$ cat config.mk
export PLATFORM = sky130hd
export DESIGN_NAME = tick_delay_timer
export DESIGN_NICKNAME = d
export VERILOG_FILES = /design/src/rtl/tick_delay_timer.sv
export SDC_FILE = /design/constraint.sdc
export NUM_CORES = 1
export LEC_CHECK = 0
export CAP_MARGIN = 5
export CORE_UTILIZATION = 50
export DETAILED_ROUTE_END_ITERATION = 16
export PLACE_DENSITY = 0.87
export SYNTH_ARGS = -nofsm -noshare
export SYNTH_HDL_FRONTEND = slang
export SYNTH_SLANG_ARGS = --single-unit
$ cat constraint.sdc
create_clock -name pll_outclk_0 -period 2.31 [get_ports pll_outclk_0]
set_clock_uncertainty 0.1 [all_clocks]
set_input_delay 0.693 -clock pll_outclk_0 [delete_from_list [all_inputs] [get_ports pll_outclk_0]]
set_output_delay 0.693 -clock pll_outclk_0 [all_outputs]
set_load 0.01 [all_outputs]
$ cat src/rtl/tick_delay_timer.sv
// Purpose : programmable one-shot / periodic delay counted in us_tck or ms_tck strobes.
// Latency : done and the updated remaining appear one clock after the edge that samples the terminal tick.
// Backpres: none; start/abort are accepted on any cycle (rst > abort > start > tick).
//
// Ports:
//   pll_outclk_0        clock, rising edge
//   rst                 synchronous, active-low reset
//   us_tck / ms_tck     free-running 1-cycle tick strobes (1 us / 1 ms)
//   start / abort       launch (latches delay/unit/periodic) / cancel without done
//   unit                0 = count us_tck, 1 = count ms_tck
//   periodic            0 = one-shot, 1 = auto-reload on expiry
//   delay               interval length in ticks of the selected unit
//   busy                high while an interval is running
//   done                1-cycle pulse at each interval expiry
//   expired             sticky one-shot completion flag, cleared by start/abort
//   remaining           ticks left in the current interval
module tick_delay_timer #(
    parameter int CNT_W = 16
) (
    input  logic             pll_outclk_0,
    input  logic             rst,
    input  logic             us_tck,
    input  logic             ms_tck,
    input  logic             start,
    input  logic             abort,
    input  logic             unit,
    input  logic             periodic,
    input  logic [CNT_W-1:0] delay,
    output logic             busy,
    output logic             done,
    output logic             expired,
    output logic [CNT_W-1:0] remaining
);

    localparam logic [0:0] ST_IDLE = 1'b0;
    localparam logic [0:0] ST_RUN  = 1'b1;

    logic [0:0]       r_state;
    logic             r_done;
    logic             r_expired;
    logic [CNT_W-1:0] r_remaining;
    logic [CNT_W-1:0] r_shadow_delay;
    logic             r_shadow_unit;
    logic             r_shadow_periodic;

    logic             w_tick;
    logic             w_last;

    // Only the strobe chosen at start counts; the other one is ignored.
    assign w_tick = r_shadow_unit ? ms_tck : us_tck;
    assign w_last = (r_remaining == CNT_W'(1));

    always_ff @(posedge pll_outclk_0) begin
        r_done <= 1'b0;
        if (!rst) begin
            r_state           <= ST_IDLE;
            r_expired         <= 1'b0;
            r_remaining       <= '0;
            r_shadow_delay    <= '0;
            r_shadow_unit     <= 1'b0;
            r_shadow_periodic <= 1'b0;
        end else if (abort) begin
            r_state     <= ST_IDLE;
            r_expired   <= 1'b0;
            r_remaining <= '0;
        end else if (start) begin
            // A start also pre-empts a terminal tick in the same cycle, so the
            // old interval ends silently.
            r_shadow_delay    <= delay;
            r_shadow_unit     <= unit;
            r_shadow_periodic <= periodic;
            if (delay != '0) begin
                r_state     <= ST_RUN;
                r_expired   <= 1'b0;
                r_remaining <= delay;
            end else begin
                // Zero-length interval completes immediately, never reloads.
                r_state     <= ST_IDLE;
                r_done      <= 1'b1;
                r_expired   <= 1'b1;
                r_remaining <= '0;
            end
        end else if ((r_state == ST_RUN) && w_tick) begin
            if (w_last) begin
                r_done <= 1'b1;
                if (r_shadow_periodic) begin
                    r_remaining <= r_shadow_delay;
                end else begin
                    r_state     <= ST_IDLE;
                    r_expired   <= 1'b1;
                    r_remaining <= '0;
                end
            end else if (r_remaining != '0) begin
                r_remaining <= r_remaining - CNT_W'(1);
            end
        end
    end

    assign busy      = (r_state == ST_RUN);
    assign done      = r_done;
    assign expired   = r_expired;
    assign remaining = r_remaining;

endmodule

### Word-level counts from Yosys, hierarchy flattened

Index checks and enable logic that the tools add are counted.

* flip-flop bits (word level): 37
* output and inout bits: 19
* logic and storage cells: 42
* input bits: 24

* reductions and logical operators: 10
* bitwise logic cells: 2
* equality and inequality tests: 2
* mux-type cells: 20
* $add $sub $neg: 1

Operator list (number)
* two-way mux 16 bit: 6
* nonzero test 16 bit: 2
* equality test 16 x 1 -> 1 bit, second input constant: 1
* subtractor 16 x 1 -> 16 bit, second input constant: 1
* two-way mux 1 bit: 14
* AND reduction 2 bit: 2
* nonzero test 2 bit: 2
* AND reduction 3 bit: 1
* nonzero test 3 bit: 1
* inequality test 2 bit, second input constant: 1
* NOT 1 bit: 2
* OR reduction 2 bit: 1
* logical AND 1 bit: 1

### Logic depth before layout (Yosys ltp)

Gate-level depths: netlist of run 1.

* word-level depth: 5
* mapped depth: 9
* mapped depth without buffers: 7

### Least setup slack after synthesis of run 1

OpenSTA, ideal clock, no wires.

* path type: register to register
* start: register r_remaining[0], in the netlist remaining[0]
* end: register r_remaining[8], in the netlist remaining[8]
* slack: 0.141 ns
* period minus slack after synthesis: 2.169 ns
* data arrival time: 1.995 ns
* path buffers: 2
* stages on the path, launching flop included: 10
* cell sequence: dfxtp_1 > inv_1 > ha_1 > or3b_1 > clkbuf_1 > or2_1 > buf_6 > xor2_1 > a211o_1 > a31oi_1

* word-level cells in the longest chain between the ends: 5
* elaborated cells between the ends (all ways): 9
* classes of those cells: add/sub: 1; eq/ne: 1; mux: 4; reduce/logical: 3

Ends and longest elaborated chain
* start, declared: line 41 `logic [CNT_W-1:0] r_remaining;`
* start signal, assigned: line 75 `r_remaining <= delay;`
* start signal, assigned: line 87 `r_remaining <= r_shadow_delay;`
* start signal, assigned: line 94 `r_remaining <= r_remaining - CNT_W'(1);`
* subtractor 16 x 1 -> 16 bit: line 94
* two-way mux 16 bit: line 93 `end else if (r_remaining != '0) begin`
* two-way mux 16 bit: line 84 `if (w_last) begin`
* two-way mux 16 bit: line 83 `end else if ((r_state == ST_RUN) && w_tick) begin`
* two-way mux 16 bit: line 66 `end else if (start) begin`

Parallel ways exist; a longest one is shown, timed or not. The select of a mux whose other input is x is not followed.
A chain may end at the register's enable or synchronous reset.

### Worst setup path after layout of run 1

* start: input port delay[10]
* end: register r_done, in the netlist done

* word-level cells in the longest chain between the ends: 3

Ends and longest elaborated chain
* start, declared: line 28 `input logic [CNT_W-1:0] delay,`
* nonzero test 16 bit: line 72 `if (delay != '0) begin`
* two-way mux 1 bit: line 72
* two-way mux 1 bit: line 66
* end signal, assigned: line 54 `r_done <= 1'b0;`
* end signal, assigned: line 79 `r_done <= 1'b1;`
* end signal, assigned: line 85 `r_done <= 1'b1;`
* end, declared: line 39 `logic r_done;`

No other way between the ends.

==> results of run 1 <==
-- tightest hold or removal path, cell delays in order, from the launching register on --
cell,delay [ns]
dfxtp_1,0.31
nand2_1,0.05
a21boi_0,0.07
-- where the power goes --
part / internal [mW] / switching [mW]
registers: 0.667 / 0.0312
logic: 0.225 / 0.211
clock network: 0.351 / 0.240
-- through the flow --
stage / hold slack [ns] / power (mW) / cell area [um^2] / setup slack [ns]
2_1_floorplan: 0.339 / 0.934 / 2100 / 0.141
3_3_place_gp: 0.349 / 1.12 / 2860 / -0.185
3_5_place_dp: 0.357 / 1.13 / 2860 / -0.280
4_1_cts: 0.366 / 1.72 / 2990 / 0.0254
5_1_grt: 0.388 / 1.79 / 3000 / 0.00210
6_report: 0.370 / 1.73 / 3000 / 0.0783
-- worst max-delay path by stage --
stage	startpoint	end	slack [ns]
after detailed placement	delay[0]	remaining[9]	-0.28
after global placement	delay[10]	done	-0.19
final	delay[10]	done	0.08
after floorplan	remaining[0]	remaining[8]	0.14
after global routing	remaining[0]	remaining[15]	0.002
after CTS	delay[0]	remaining[9]	0.03
-- routing by layer --
| metal | share of wire | GRT usage |
|---|---|---|
| met1 | 0.43 | 0.404 |
| met4 | 0.021 | 0.112 |
| met2 | 0.48 | 0.492 |
| met5 | 0 | 0 |
| met3 | 0.067 | 0.0479 |
-- area by class of cell --
class / count / area (um^2)
Multi-Input combinational cell: 208 / 1270
Inverter: 3 / 11.3
Timing Repair Buffer: 90 / 793
Sequential cell: 37 / 741
Fill cell: 296 / 1030
Tap cell: 50 / 62.6
Clock inverter: 2 / 37.5
Clock buffer: 6 / 82.6
-- logic make-up after synthesis --
| family | count (synthesis) |
|---|---|
| AO/OA/AOI/OAI | 88 |
| XOR/XNOR | 7 |
| adder cells (fa/ha/maj) | 3 |
| buffers and inverters | 22 |
| flip-flops | 37 |
| multiplexers | 1 |
| AND/OR/NAND/NOR | 109 |
-- timing repair --
action,CTS,global route
endpoints found under the setup margin,1,2
gates resized for setup,1,3
hold buffers,0,0
-- flip-flops by register name (all words and copies together) (netlist names) --
register	cells
busy	1
done	1
expired	1
r_shadow_delay	16
r_shadow_periodic	1
r_shadow_unit	1
remaining	16
-- cells in the mapped netlist (3+ instances only) --
cell type	number	area (um^2)
nand2_1	59	221
dfxtp_1	37	741
a21boi_0	20	150
o21ai_0	20	100
clkbuf_1	13	48.8
nor2_1	11	41.3
a21oi_1	10	50.1
a31oi_1	9	56.3
nor4_1	8	50.1
a211o_1	6	52.6
nand3_1	6	30.0
xor2_1	4	35.0
a31o_2	3	26.3
a32o_1	3	30.0
and3_1	3	18.8
buf_2	3	15.0
ha_1	3	37.5
nand4_1	3	18.8
xnor2_1	3	26.3
==> flow_summary.json, run 1 <==
{
  "hp-start": "r_shadow_delay[0]",
  "post-route-min-period_ns": 2.23,
  "wl_per_cell_um": 16.2,
  "reg2regPathDepth": 5,
  "synthFlopType": "dfxtp_1",
  "synth_area_um2": 2100,
  "worst_pin_slew_ns": 0.630,
  "synth_compound_area_frac": 0.294,
  "die_area_um2": 4460,
  "fin_cells": 396,
  "status": "finished clean",
  "dp_hpwl_mm": 4.67,
  "worstSetupEndpointType": "register",
  "dr.pass1.iters": 5,
  "fin_tns_setup_ns": 0,
  "synthSimpleGateAreaFrac": 0.253,
  "clk_path_buf_depth": 2,
  "cts.reportedPaths.clkPinSlew_ns": 0.07,
  "synth_edf_count": 0,
  "cts.sinks": 37,
  "worst_ep_arrival_time_ns": 2.34,
  "syn-mean-instance-area_um2": 7.86,
  "final_common_cell": "nand2_1",
  "relSlewSlack": 0.569,
  "fp-row-count": 23,
  "vias": 2369,
  "reg2reg_setup_slack_ns": 0.09,
  "powerDensity_nw_per_um2": 575,
  "grt_pass1_wl_mm": 9.98,
  "path_buf_inv": 2,
  "finalHoldViolations": 0,
  "gr-total-overflow": 0,
  "numPortBuffers": 42,
  "grt_pass1_vias": 2114,
  "drc": 0,
  "worstSetupPathType": "in -> reg",
  "p_leak_nw": 1.20,
  "required_ns": 2.42,
  "drive_gt1_frac": 0.191,
  "hold_class": "reg -> reg",
  "ys_ff_latch": 37,
  "reg2reg_to": "remaining[14]",
  "crit_chain": "clkdlybuf4s50_1, nor4_1, a41oi_2, buf_4, nor2_1, a21boi_0",
  "fin_util": 0.745,
  "root_buffer": "clkbuf_8",
  "synth_fa_ha_area_frac": 0.0179,
  "ant_nets": 0,
  "cts_post_setup_buffers_inserted": 0,
  "die_w_um": 66.8,
  "rsz0062_at_grt": "no",
  "path_delay_family": "buffers and inverters",
  "synth_top_family_by_area": "compound AO/OA/AOI/OAI gates",
  "nets": 372,
  "dp.cells": 388,
  "yosys_warnings": 0,
  "min_path_cells": 2,
  "core_area_um2": 4030,
  "clock_latency_ns": 0.29,
  "crit_cells": 6,
  "synth-xor-area-share": 0.0292,
  "ys_types": 51,
  "crit_fanout": 4,
  "peakVddDrop_v": 0.000384,
  "die_h_um": 66.8,
  "vias_per_cell": 5.98,
  "startpoint_type": "primary input",
  "drt_iter0_markers": 361,
  "start_util": 0.521,
  "rr_startpoint": "remaining[5]",
  "antenna_found_initial": 0,
  "grt_max_degree": 24,
  "period_share": 0.966,
  "synth_mux_area_frac": 0.00477,
  "worst_path_max_delay_cell": "nor4_1",
  "synth-seq-area-share": 0.353,
  "h-tree-depth": 2,
  "final_cell_mix": "59 x nand2_1, 47 x buf_4, 42 x clkdlybuf4s50_1, 37 x dfxtp_1",
  "gp_congestion": 0.940,
  "cts_buffers": 5,
  "hold_end": "r_shadow_delay[0]",
  "cap_violations": 0,
  "syn_to_final_growth_pct": 43.0,
  "cts_tree": "done",
  "grtUsageTotal": 0.305,
  "async_flop_share": 0,
  "antennaDiodeCount": 0,
  "synth_cells": 267,
  "setup_viol": 0,
  "fmax_ghz": 0.448,
  "syn_nets": 294,
  "max_stage_delay_ns": 0.46,
  "drv_slew": 0,
  "num_io_pins": 43,
  "wirelength_mm": 6.43
}
No activity file was read; power rests on OpenSTA's default activity.
==> run 2, diff against run 1 <==
--- a/config.mk
+++ b/config.mk
@@ -9,6 +9,7 @@
 export CORE_UTILIZATION = 50
 export DETAILED_ROUTE_END_ITERATION = 16
 export PLACE_DENSITY = 0.87
+export SLEW_MARGIN = 10
 export SYNTH_ARGS = -nofsm -noshare
 export SYNTH_HDL_FRONTEND = slang
 export SYNTH_SLANG_ARGS = --single-unit
==> results of run 2 <==
No change in the layout: final DEF, timing and power equal those of run 1.
==> run 3, diff against run 2 <==
==> constraint.sdc (replaced) <==
create_clock -name pll_outclk_0 -period 2.6 [get_ports pll_outclk_0]
set_clock_uncertainty 0.1 [all_clocks]
set_input_delay 0.78 -clock pll_outclk_0 [delete_from_list [all_inputs] [get_ports pll_outclk_0]]
set_output_delay 0.78 -clock pll_outclk_0 [all_outputs]
set_load 0.01 [all_outputs]
==> flow_summary.json, run 3 (synthesized netlist as in run 1, its figures left out) <==
{
  "grtUsageTotal": 0.283,
  "reg2reg_to": "remaining[14]",
  "placed_cell_area_um2": 2680,
  "period_share": 0.917,
  "worst_ep_arrival_time_ns": 2.50,
  "final_common_cell": "nand2_1",
  "dp.cells": 365,
  "required_ns": 2.71,
  "rr_startpoint": "remaining[0]",
  "final_cell_mix": "59 x nand2_1, 42 x clkdlybuf4s50_1, 37 x dfxtp_1, 25 x buf_4",
  "ctsResizeCount": 0,
  "drc": 0,
  "setup_viol": 0,
  "relSlewSlack": 0.555,
  "hold_buffers": 0,
  "wirelength_mm": 5.85,
  "cts.reportedPaths.clkPinSlew_ns": 0.07,
  "antenna_found_initial": 0,
  "clk_path_buf_depth": 2,
  "gr-total-overflow": 0,
  "die_w_um": 66.8,
  "vias": 2262,
  "hold_class": "reg -> reg",
  "grt_pass1_wl_mm": 9.52,
  "powerDensity_nw_per_um2": 510,
  "dr.pass1.iters": 4,
  "die_h_um": 66.8,
  "cts_tree": "done",
  "grt_pass1_vias": 2024,
  "die_area_um2": 4460,
  "cts.sinks": 37,
  "fin_area_um2": 2780,
  "wl_per_cell_um": 15.7,
  "numPortBuffers": 42,
  "peakVddDrop_v": 0.000307,
  "root_buffer": "clkbuf_8",
  "drive_gt1_frac": 0.124,
  "fp-row-count": 23,
  "grt_max_degree": 24,
  "rsz0062_at_grt": "no",
  "worstSetupPathType": "in -> reg",
  "worst_pin_slew_ns": 0.662,
  "p_leak_nw": 1.07,
  "h-tree-depth": 2,
  "post-route-min-period_ns": 2.39,
  "fmax_ghz": 0.419,
  "startpoint_type": "primary input",
  "cts_post_setup_buffers_inserted": 0,
  "drt_iter0_markers": 293,
  "clock_latency_ns": 0.30,
  "worstSetupEndpoint": "done",
  "syn_to_final_growth_pct": 32.5,
  "crit_fanout": 4,
  "status": "finished clean",
  "start_util": 0.521,
  "vias_per_cell": 6.06,
  "core_area_um2": 4030,
  "antennaDiodeCount": 0,
  "finalHoldViolations": 0,
  "gp_congestion": 0.901,
  "crit_start": "delay[1]",
  "reg2regPathDepth": 7,
  "num_io_pins": 43,
  "worstSetupEndpointType": "register",
  "fin_cells": 373,
  "drv_slew": 0,
  "cts_buffers": 5,
  "nets": 349,
  "timing.hold.ws_ns": 0.362,
  "cap_violations": 0,
  "ant_nets": 0,
  "fin_tns_setup_ns": 0,
  "dp_hpwl_mm": 4.31,
  "reg2reg_setup_slack_ns": 0.23
}
[run 3: changes by cell type in the layout (fill, tap and decap cells not counted), sizes merged]
cell	before	now
clkinv	1	2
clkbuf	6	7
buf	48	25
bufinv	1	0
clkinvlp	1	0
[run 3: critical path, cell delays in order]
cell and delay, ns:
clkdlybuf4s50_1 0.45, nor4_1 0.42, a41oi_1 0.28, buf_4 0.22, nor2_1 0.13, a21boi_0 0.21
[run 3: through the flow]
step           power [mW]  worst slack (ns)  utilization
6_report             1.42             0.215        0.690
5_1_grt              1.48            0.0189        0.690
4_1_cts              1.42             0.238        0.690
3_5_place_dp        0.968           -0.0377        0.665
3_3_place_gp        0.961           0.00451        0.665
2_1_floorplan       0.830             0.398            -
[run 3: power breakdown]
group          internal (mW)  leakage (nW)  switching (mW)
registers              0.593         0.302          0.0323
clock network          0.240        0.0542           0.215
logic                  0.171         0.717           0.166
[run 3: final cells by class]
type	count	area [um^2]
fillers	333	1250
clock buffers	7	96.3
repair buffers	67	608
clock inverters	1	5.00
multi-input cells	208	1260
inverters	3	11.3
flip-flops and latches	37	741
well taps	50	62.6
[run 3: layer usage]
layer  track usage  part of all wire  up-vias  wire length [um]
met1         0.376              0.43     1053              2520
li1              -                 -     1083                 -
met3        0.0634             0.095        8               557
met4         0.106             0.016        0                96
met5             0                 0        -                 0
met2         0.441              0.46      118              2670
[run 3: worst min-delay path by stage]
stage                       from                 to  slack, ns  cells past startpoint
3_3_place_gp   r_shadow_delay[0]  r_shadow_delay[0]       0.35                      2
2_1_floorplan  r_shadow_delay[0]  r_shadow_delay[0]       0.34                      2
4_1_cts        r_shadow_delay[7]  r_shadow_delay[7]       0.37                      2
3_5_place_dp             expired            expired       0.36                      1
6_report       r_shadow_delay[0]  r_shadow_delay[0]       0.36                      2
5_1_grt        r_shadow_delay[7]  r_shadow_delay[7]       0.39                      2
